### src/rtl/apb_req_arbiter_if.sv
// Bundle between two APB requesters, the arbiter, and the downstream APB master.
// master = arbiter side, slave = requesters plus the bus they observe.
interface apb_req_arbiter_if #(
    parameter int DATA_WIDTH    = 32,
    parameter int ADDRESS_WIDTH = 32,
    parameter int STRB_WIDTH    = 4
);
    logic [1:0]                    req;
    logic [1:0][ADDRESS_WIDTH-1:0] req_addr;
    logic [1:0][DATA_WIDTH-1:0]    req_wdata;
    logic [1:0]                    req_write;
    logic [1:0][STRB_WIDTH-1:0]    req_strb;
    logic [1:0][2:0]               req_prot;
    logic [1:0]                    gnt;
    logic [DATA_WIDTH-1:0]         rsp_rdata;
    logic                          rsp_err;
    logic [ADDRESS_WIDTH-1:0]      IN_ADDR;
    logic [DATA_WIDTH-1:0]         IN_DATA;
    logic                          IN_WRITE;
    logic [STRB_WIDTH-1:0]         IN_STRB;
    logic [2:0]                    IN_PROT;
    logic                          Transfer;
    logic                          PENABLE;
    logic                          PREADY;
    logic [DATA_WIDTH-1:0]         PRDATA;
    logic                          PSLVERR;
    logic                          busy;
    logic                          owner;

    modport master (
        input  req, req_addr, req_wdata, req_write, req_strb, req_prot,
        input  PENABLE, PREADY, PRDATA, PSLVERR,
        output gnt, rsp_rdata, rsp_err, busy, owner,
        output IN_ADDR, IN_DATA, IN_WRITE, IN_STRB, IN_PROT, Transfer
    );

    modport slave (
        output req, req_addr, req_wdata, req_write, req_strb, req_prot,
        output PENABLE, PREADY, PRDATA, PSLVERR,
        input  gnt, rsp_rdata, rsp_err, busy, owner,
        input  IN_ADDR, IN_DATA, IN_WRITE, IN_STRB, IN_PROT, Transfer
    );
endinterface

### src/rtl/apb_req_arbiter.sv
// Two-requester round-robin front end for an APB master: latches the winner's
// request, holds Transfer until the bus completes or times out, then pulses gnt.
module apb_req_arbiter #(
    parameter int DATA_WIDTH    = 32,
    parameter int ADDRESS_WIDTH = 32,
    parameter int STRB_WIDTH    = 4,
    parameter int TIMEOUT       = 16
) (
    input logic              PCLK,
    input logic              PRESET,
    apb_req_arbiter_if.master bus
);
    localparam int CNT_W = ($clog2(TIMEOUT) + 1 > 5) ? $clog2(TIMEOUT) + 1 : 5;

    localparam logic [1:0] IDLE = 2'd0;
    localparam logic [1:0] BUSY = 2'd1;
    localparam logic [1:0] DONE = 2'd2;

    typedef struct packed {
        logic [ADDRESS_WIDTH-1:0] addr;
        logic [DATA_WIDTH-1:0]    wdata;
        logic                     write;
        logic [STRB_WIDTH-1:0]    strb;
        logic [2:0]               prot;
    } req_t;

    logic [1:0]            state;
    req_t                  lat;
    req_t                  win_req;
    logic                  win;
    logic                  owner_q;   // also serves as owner_last for round-robin
    logic [CNT_W-1:0]      wait_cnt;
    logic [DATA_WIDTH-1:0] rdata_q;
    logic                  err_q;
    logic                  cpl;
    logic                  tmo;

    // With both asking, the one that did not go last wins; otherwise the lone requester.
    always_comb begin
        win             = (bus.req == 2'b11) ? ~owner_q : bus.req[1];
        win_req.addr    = bus.req_addr[win];
        win_req.wdata   = bus.req_wdata[win];
        win_req.write   = bus.req_write[win];
        win_req.strb    = bus.req_strb[win];
        win_req.prot    = bus.req_prot[win];
    end

    assign cpl = bus.PENABLE & bus.PREADY;
    assign tmo = (wait_cnt == CNT_W'(TIMEOUT - 1));

    always_ff @(posedge PCLK or posedge PRESET) begin
        if (PRESET) begin
            state    <= IDLE;
            lat      <= '0;
            owner_q  <= 1'b1;
            wait_cnt <= '0;
            rdata_q  <= '0;
            err_q    <= 1'b0;
        end else begin
            case (state)
                IDLE: if (|bus.req) begin
                    lat      <= win_req;
                    owner_q  <= win;
                    wait_cnt <= '0;
                    state    <= BUSY;
                end
                BUSY: if (cpl) begin
                    // completion beats a same-cycle timeout
                    rdata_q <= bus.PRDATA;
                    err_q   <= bus.PSLVERR;
                    state   <= DONE;
                end else if (tmo) begin
                    rdata_q <= '0;
                    err_q   <= 1'b1;
                    state   <= DONE;
                end else begin
                    wait_cnt <= wait_cnt + CNT_W'(1);
                end
                DONE:    state <= IDLE;
                default: state <= IDLE;
            endcase
        end
    end

    assign bus.Transfer  = (state == BUSY);
    assign bus.busy      = (state != IDLE);
    assign bus.gnt       = (state == DONE) ? (owner_q ? 2'b10 : 2'b01) : 2'b00;
    assign bus.owner     = owner_q;
    assign bus.IN_ADDR   = lat.addr;
    assign bus.IN_DATA   = lat.wdata;
    assign bus.IN_WRITE  = lat.write;
    assign bus.IN_STRB   = lat.strb;
    assign bus.IN_PROT   = lat.prot;
    assign bus.rsp_rdata = rdata_q;
    assign bus.rsp_err   = err_q;
endmodule

### src/flat_wrapper.sv
// flat-port wrapper written by rule: the top's interface ports become plain ports
module apb_req_arbiter_flat 
#(
    parameter int DATA_WIDTH    = 32,
    parameter int ADDRESS_WIDTH = 32,
    parameter int STRB_WIDTH    = 4,
    parameter int TIMEOUT       = 16
)
  (PCLK, PRESET, bus_req, bus_req_addr, bus_req_wdata, bus_req_write, bus_req_strb, bus_req_prot, bus_PENABLE, bus_PREADY, bus_PRDATA, bus_PSLVERR, bus_gnt, bus_rsp_rdata, bus_rsp_err, bus_busy, bus_owner, bus_IN_ADDR, bus_IN_DATA, bus_IN_WRITE, bus_IN_STRB, bus_IN_PROT, bus_Transfer);
  apb_req_arbiter_if #(.DATA_WIDTH(DATA_WIDTH), .ADDRESS_WIDTH(ADDRESS_WIDTH), .STRB_WIDTH(STRB_WIDTH)) bus_i ();
  input logic PCLK;
  input logic PRESET;
  input wire logic [$bits(bus_i.req)-1:0] bus_req;
  input wire logic [$bits(bus_i.req_addr)-1:0] bus_req_addr;
  input wire logic [$bits(bus_i.req_wdata)-1:0] bus_req_wdata;
  input wire logic [$bits(bus_i.req_write)-1:0] bus_req_write;
  input wire logic [$bits(bus_i.req_strb)-1:0] bus_req_strb;
  input wire logic [$bits(bus_i.req_prot)-1:0] bus_req_prot;
  input wire logic [$bits(bus_i.PENABLE)-1:0] bus_PENABLE;
  input wire logic [$bits(bus_i.PREADY)-1:0] bus_PREADY;
  input wire logic [$bits(bus_i.PRDATA)-1:0] bus_PRDATA;
  input wire logic [$bits(bus_i.PSLVERR)-1:0] bus_PSLVERR;
  output wire logic [$bits(bus_i.gnt)-1:0] bus_gnt;
  output wire logic [$bits(bus_i.rsp_rdata)-1:0] bus_rsp_rdata;
  output wire logic [$bits(bus_i.rsp_err)-1:0] bus_rsp_err;
  output wire logic [$bits(bus_i.busy)-1:0] bus_busy;
  output wire logic [$bits(bus_i.owner)-1:0] bus_owner;
  output wire logic [$bits(bus_i.IN_ADDR)-1:0] bus_IN_ADDR;
  output wire logic [$bits(bus_i.IN_DATA)-1:0] bus_IN_DATA;
  output wire logic [$bits(bus_i.IN_WRITE)-1:0] bus_IN_WRITE;
  output wire logic [$bits(bus_i.IN_STRB)-1:0] bus_IN_STRB;
  output wire logic [$bits(bus_i.IN_PROT)-1:0] bus_IN_PROT;
  output wire logic [$bits(bus_i.Transfer)-1:0] bus_Transfer;
  assign bus_i.req = bus_req;
  assign bus_i.req_addr = bus_req_addr;
  assign bus_i.req_wdata = bus_req_wdata;
  assign bus_i.req_write = bus_req_write;
  assign bus_i.req_strb = bus_req_strb;
  assign bus_i.req_prot = bus_req_prot;
  assign bus_i.PENABLE = bus_PENABLE;
  assign bus_i.PREADY = bus_PREADY;
  assign bus_i.PRDATA = bus_PRDATA;
  assign bus_i.PSLVERR = bus_PSLVERR;
  assign bus_gnt = bus_i.gnt;
  assign bus_rsp_rdata = bus_i.rsp_rdata;
  assign bus_rsp_err = bus_i.rsp_err;
  assign bus_busy = bus_i.busy;
  assign bus_owner = bus_i.owner;
  assign bus_IN_ADDR = bus_i.IN_ADDR;
  assign bus_IN_DATA = bus_i.IN_DATA;
  assign bus_IN_WRITE = bus_i.IN_WRITE;
  assign bus_IN_STRB = bus_i.IN_STRB;
  assign bus_IN_PROT = bus_i.IN_PROT;
  assign bus_Transfer = bus_i.Transfer;
  apb_req_arbiter #(.DATA_WIDTH(DATA_WIDTH), .ADDRESS_WIDTH(ADDRESS_WIDTH), .STRB_WIDTH(STRB_WIDTH), .TIMEOUT(TIMEOUT)) u_core (.PCLK(PCLK), .PRESET(PRESET), .bus(bus_i));
endmodule
### config.mk
export PLATFORM = sky130hd
export DESIGN_NAME = apb_req_arbiter_flat
export DESIGN_NICKNAME = d
export VERILOG_FILES = /design/src/rtl/apb_req_arbiter_if.sv /design/src/rtl/apb_req_arbiter.sv /design/src/flat_wrapper.sv
export SDC_FILE = /design/constraint.sdc
export NUM_CORES = 1
export LEC_CHECK = 0
export ABC_AREA = 1
export CAP_MARGIN = 0
export CORE_MARGIN = 2
export CORE_UTILIZATION = 42
export DETAILED_ROUTE_END_ITERATION = 6
export PLACE_DENSITY = 0.86
export SLEW_MARGIN = 20
export SYNTH_ARGS = -nofsm -noshare
export SYNTH_HDL_FRONTEND = slang
export SYNTH_SLANG_ARGS = --single-unit
### constraint.sdc
create_clock -name PCLK -period 9 [get_ports PCLK]
set_input_delay 1.8 -clock PCLK [delete_from_list [all_inputs] [get_ports PCLK]]
set_output_delay 1.8 -clock PCLK [all_outputs]
set_load 0.01 [all_outputs]
==> results of run 1 <==
[cell families after synthesis]
group | after synthesis | share of synthesized area [%]
buffers and inverters | 120 | 9.29
adders and majority gates | 2 | 0.470
and+or+nand+nor | 349 | 26.3
AOI/OAI and AO/OA | 77 | 10.8
DFF | 113 | 53.2
[cell usage in the layout (no fill, tap or decap), types with 2 or more instances in the layout]
cell	count
nor3_1	2
dfrtp_1	112
inv_2	2
clkbuf_1	2
nand3_1	38
o211ai_1	72
clkbuf_16	17
clkdlybuf4s50_1	292
buf_4	4
nand2_1	294
ha_1	2
inv_1	78
o21ai_0	2
clkbuf_8	3
bufinv_16	4
clkinv_2	4
nor2_1	9
[how the worst max path moves through the flow]
stage | startpoint | endpoint | slack [ps] | depth (start not counted)
6_report | bus_req[0] | u_core.bus.IN_DATA[17] | 5260 | 7
5_1_grt | bus_req[0] | u_core.bus.IN_ADDR[21] | 5040 | 7
4_1_cts | bus_req[0] | u_core.bus.IN_ADDR[17] | 5260 | 7
3_5_place_dp | bus_req[0] | u_core.bus.IN_DATA[15] | 4840 | 7
3_3_place_gp | bus_req[0] | u_core.bus.IN_DATA[6] | 4950 | 7
2_1_floorplan | PRESET | u_core.bus.IN_ADDR[0] | 4210 | 1
[worst max-delay path: cells and delay by family]
| kind | cells | cell delay (ps) |
|---|---|---|
| AO/OA/AOI/OAI | 1 | 160 |
| AND/OR/NAND/NOR | 4 | 660 |
| buffers and inverters | 2 | 1330 |
[per-stage QoR]
step	setup WS (ps)	hold WS [ps]	std cells	cell area [um^2]
final	5260	469	1122	8940
after global routing	5040	482	1122	8940
after CTS	5260	471	1122	8940
after floorplan	4210	476	661	5320
after global placement	4950	453	1090	8310
after detailed placement	4840	458	1090	8310
[state kept, by name (all words and copies together), names as in the netlist]
signal                count
u_core.bus.rsp_err        1
u_core.bus.IN_PROT        3
u_core.wait_cnt           5
u_core.bus.IN_ADDR       32
u_core.state              2
u_core.bus.owner          1
u_core.bus.IN_STRB        4
u_core.bus.IN_DATA       32
u_core.bus.rsp_rdata     32
u_core.bus.IN_WRITE       1
[power breakdown]
part	total [uW]	internal, uW	switching [uW]
combinational	1230	629	605
sequential	898	755	143
clock	718	483	235
total	2850	1870	983
[cell type report]
| type | instances | area (um^2) | area share (%) |
|---|---|---|---|
| clock buffers | 22 | 474 | 5.30 |
| repair buffers | 296 | 2950 | 33.0 |
| multi-input cells | 428 | 2010 | 22.5 |
| inverters | 81 | 307 | 3.43 |
| clock inverters | 10 | 156 | 1.75 |
| flip-flops and latches | 113 | 2830 | 31.6 |
| well taps | 172 | 215 | 2.41 |
[routing by layer]
metal	wire (um)	share of wire, %	up-vias	track usage (%)
met2	8270	49	224	43.2
met3	1690	10	39	9.86
met5	0	0	-	0
met4	479	2.9	0	10.6
met1	6340	38	2392	26.9
li1	-	-	2652	-
==> results.toml, run 1 <==
[status]
status = "finished clean"

[timing]
fin_skew_ps = 6.13
maxSlewHeadroom_pct = 32.8
setup_tns_ps = 0
worstMarginPinSlew_ps = 1010
finalCritPeriodShare_pct = 41.5
period_minus_slack_ps = 3740
setup_viol = 0
finalMaxSlewViolations = 0
hold_viol = 0
rsz0062_at_grt = "no"
fmaxAchievable_ghz = 0.268

[clock_network]
cts-root-buf = "clkbuf_16"
postCtsSetupRepairBufs = 0
cts_tree = "built"
cts_buffers = 17
ctsHoldBuffers = 0
cts.sinks = 113
cts.reportedPaths.clkPinSlew_ps = 60
cts-resized-gates = 0
clock_path_buffers = 2
htree_levels = 4
worstSkewPairLatency_ps = 410

[power]
p_leak_uw = 0.00439
p_per_area_nw_per_um2 = 319
max-vdd-ir-drop_mv = 0.170
finalPower_uw = 2850

[worst_setup_path]
crit_path_start_kind = "input pin"
required_ps = 9300
critical_path_class = "in -> reg"
r2r_setup_slack_ps = 6640
reg2reg_from = "u_core.bus.owner"
path_max_fanout = 102
critical-path-max-stage-delay_ps = 790
cp_cell_sequence = "clkdlybuf4s50_1 > nand2_1 > nand2_4 > buf_4 > nand2_1 > o211ai_1 > nand2_1"
reg2reg_depth = 6
cpMostUsedCell = "nand2_1"
endpoint_kind = "flop"
cp.arrival_ps = 4030
slowest_stage = "buf_4"
worstReg2RegEnd = "u_core.bus.IN_DATA[17]"

[yosys]
synth_nets = 846
synth.distinct_cells = 24
ys_async_sr_fraction_pct = 100
synth_most_common_cell = "nand2_1"
synth_area_leaders = "dfrtp_1, nand2_1, o211ai_1, inv_1, nand3_1"
synth_cells = 661
synthFlopType = "dfrtp_1"
synth_top_area_share_pct = 52.7
yosysTopAreaCell = "dfrtp_1"
synth_edf_count = 0
synthTopCellsByCount = "nand2_1, dfrtp_1, inv_1"
yosysSeqAreaShare_pct = 53.2
synth_area_um2 = 5320
syn_avg_cell_area_um2 = 8.05
yosys_warnings = 0
ys_seq_elements = 113

[die]
die_w_um = 117
io_pins = 293
dieArea_um2 = 13600
core-area_um2 = 12500
die_h_um = 117
row_count = 41
start_util_pct = 42.5

[layout]
layout-drive-gt1-share_pct = 4.63
antenna_cells = 0
postLayoutCoreUtil_pct = 71.5
nFillCells = 979
nets = 1122
syn2layout_area_growth_pct = 68.1

[global_route]
antenna_found_initial = 0
grt_pass1_vias = 5199
grt_overflow = 0
grt_use_total_pct = 24.8
grt_pass1_wl_mm = 25.6
grt_start_max_net_pins = 103

[worst_hold_path]
hp-class = "reg -> reg"
hp-start = "u_core.bus.rsp_rdata[4]"
holdPathEnd = "u_core.bus.rsp_rdata[4]"
holdPathStages = 2

[job]
maxCapViolCount = 0

[route]
initialDrtViolationCount = 311
drc = 0
vias_per_cell = 4.73
vias = 5307
drtAntennaViolNets = 0
dr.pass1.iters = 7
wirelength_mm = 16.8
wl_per_cell_um = 15.0

[place]
portBuffers = 292
dp_hpwl_mm = 11.7
routabilityCongestion = 0.807
(Power assumes the default switching activity.)
==> run 2: changes to the inputs <==
CORE_UTILIZATION = 39   (was 42)
PLACE_DENSITY = 0.81   (was 0.86)
clock period = 3.5 ns   (was 9 ns; I/O delays follow)
==> run 2 against run 1 <==
Clock-buffer cell count fell by 2; critical path depth is 4 lower; flip-flop and latch count stayed put; final cell count rose by 0.71%; combinational power grew to 2.6 times the previous value; wire length fell by 1.8%; largest power group unchanged; highest routed layer unchanged.
==> results.toml, run 2 (synthesized netlist as in run 1, its figures left out) <==
[global_route]
grt_use_total_pct = 23.2
grt_overflow = 0
grt_pass1_vias = 5309
grt_pass1_wl_mm = 26.4
grt_start_max_net_pins = 114
antenna_found_initial = 0

[die]
io_pins = 293
dieArea_um2 = 14600
die_w_um = 121
core-area_um2 = 13300
die_h_um = 121
start_util_pct = 40.0
row_count = 42

[route]
wirelength_mm = 16.5
wl_per_cell_um = 14.6
drtAntennaViolNets = 0
drc = 0
vias = 5399
dr.pass1.iters = 4
initialDrtViolationCount = 243
vias_per_cell = 4.78

[job]
maxCapViolCount = 0

[timing]
worstMarginPinSlew_ps = 770
setup_tns_ps = 0
finalCritPeriodShare_pct = 69.8
finalMaxSlewViolations = 0
period_minus_slack_ps = 2440
fmaxAchievable_ghz = 0.410
hold_viol = 0
rsz0062_at_grt = "no"
maxSlewHeadroom_pct = 48.6
fin_skew_ps = 5.61
fin_ws_ps = 1060
setup_viol = 0

[worst_setup_path]
cp.arrival_ps = 1740
path_buf_inv = 2
critical_path_class = "reg -> out"
cp_cell_sequence = "nor2_1 > inv_2 > clkdlybuf4s50_1"
slowest_stage = "clkdlybuf4s50_1"
cpLargestDelayFamily = "buffers and inverters"
crit_path_start_kind = "flop"
path_max_fanout = 4
endpoint_kind = "output port"
critical-path-max-stage-delay_ps = 510
required_ps = 2800

[status]
status = "finished clean"

[layout]
antenna_cells = 0
layoutNonFillerInstCount = 1130
nFillCells = 1059
nets = 1127
final_cell_mix = "nand2_1, clkdlybuf4s50_1, dfrtp_1"
syn2layout_area_growth_pct = 69.4
layout-drive-gt1-share_pct = 5.14
postLayoutCoreUtil_pct = 67.8
final_common_cell = "nand2_1"

[clock_network]
postCtsSetupRepairBufs = 0
cts-root-buf = "clkbuf_16"
worstSkewPairLatency_ps = 410
cts.reportedPaths.clkPinSlew_ps = 50
cts_buffers = 17
cts-resized-gates = 0
htree_levels = 4
cts_tree = "built"
ctsHoldBuffers = 0
clock_path_buffers = 2
cts.sinks = 113

[place]
portBuffers = 292
dp_hpwl_mm = 11.8
routabilityCongestion = 0.841
pre_cts_ws_ps = 917
placed_cells = 1099

[power]
max-vdd-ir-drop_mv = 0.326
p_per_area_nw_per_um2 = 809
p_leak_uw = 0.00441

[worst_hold_path]
hp-class = "reg -> reg"
run 2: final timing paths:
check,cells after the start,to,slack [ps],start
max,3,bus_busy,1060,u_core.state[1]
min,2,u_core.bus.rsp_rdata[14],470,u_core.bus.rsp_rdata[14]
max reg2reg,6,u_core.bus.IN_DATA[7],1630,u_core.bus.owner
min reg2reg,2,u_core.bus.rsp_rdata[14],470,u_core.bus.rsp_rdata[14]
max in group asynchronous,3,u_core.bus.IN_DATA[11],2220,PRESET
min in group asynchronous,3,u_core.bus.IN_DATA[25],800,PRESET
run 2: metrics by stage:
| stage | hold WS (ps) | total power [uW] | area, um^2 |
|---|---|---|---|
| 3_5_place_dp | 458 | 5530 | 8390 |
| 3_3_place_gp | 453 | 5460 | 8390 |
| 4_1_cts | 472 | 7380 | 9010 |
| 6_report | 468 | 7290 | 9010 |
| 5_1_grt | 489 | 7790 | 9010 |
| 2_1_floorplan | 476 | 3720 | 5320 |
run 2: final cells by class:
| type | instances | area, um^2 | share of cell area (%) |
|---|---|---|---|
| clock buffers | 20 | 457 | 5.07 |
| flip-flops and latches | 113 | 2830 | 31.4 |
| well taps | 176 | 220 | 2.44 |
| multi-input cells | 428 | 2010 | 22.3 |
| repair buffers | 301 | 3030 | 33.6 |
| inverters | 81 | 308 | 3.42 |
| clock inverters | 11 | 161 | 1.79 |
run 2: worst reg2reg max path, delay by kind of cell (launching register included):
family | cells | cell delay, ps
buffers and inverters | 1 | 340
DFF | 1 | 580
AOI/OAI and AO/OA | 1 | 100
and+or+nand+nor | 4 | 730
run 2: metal layers:
| metal | GRT usage, % | vias up | wire, um |
|---|---|---|---|
| li1 | - | 2656 | - |
| met1 | 27.2 | 2464 | 6490 |
| met2 | 38.1 | 237 | 7960 |
| met3 | 8.58 | 42 | 1550 |
| met4 | 10.1 | 0 | 471 |
| met5 | 0 | - | 0 |
run 2: where the power goes:
part	internal [uW]	total [uW]	switching, uW	leakage [uW]
Sequential	1940	2300	359	0.00139
Combinational	1650	3190	1540	0.00272
Clock	1220	1810	589	0.000305
Total	4810	7290	2490	0.00441
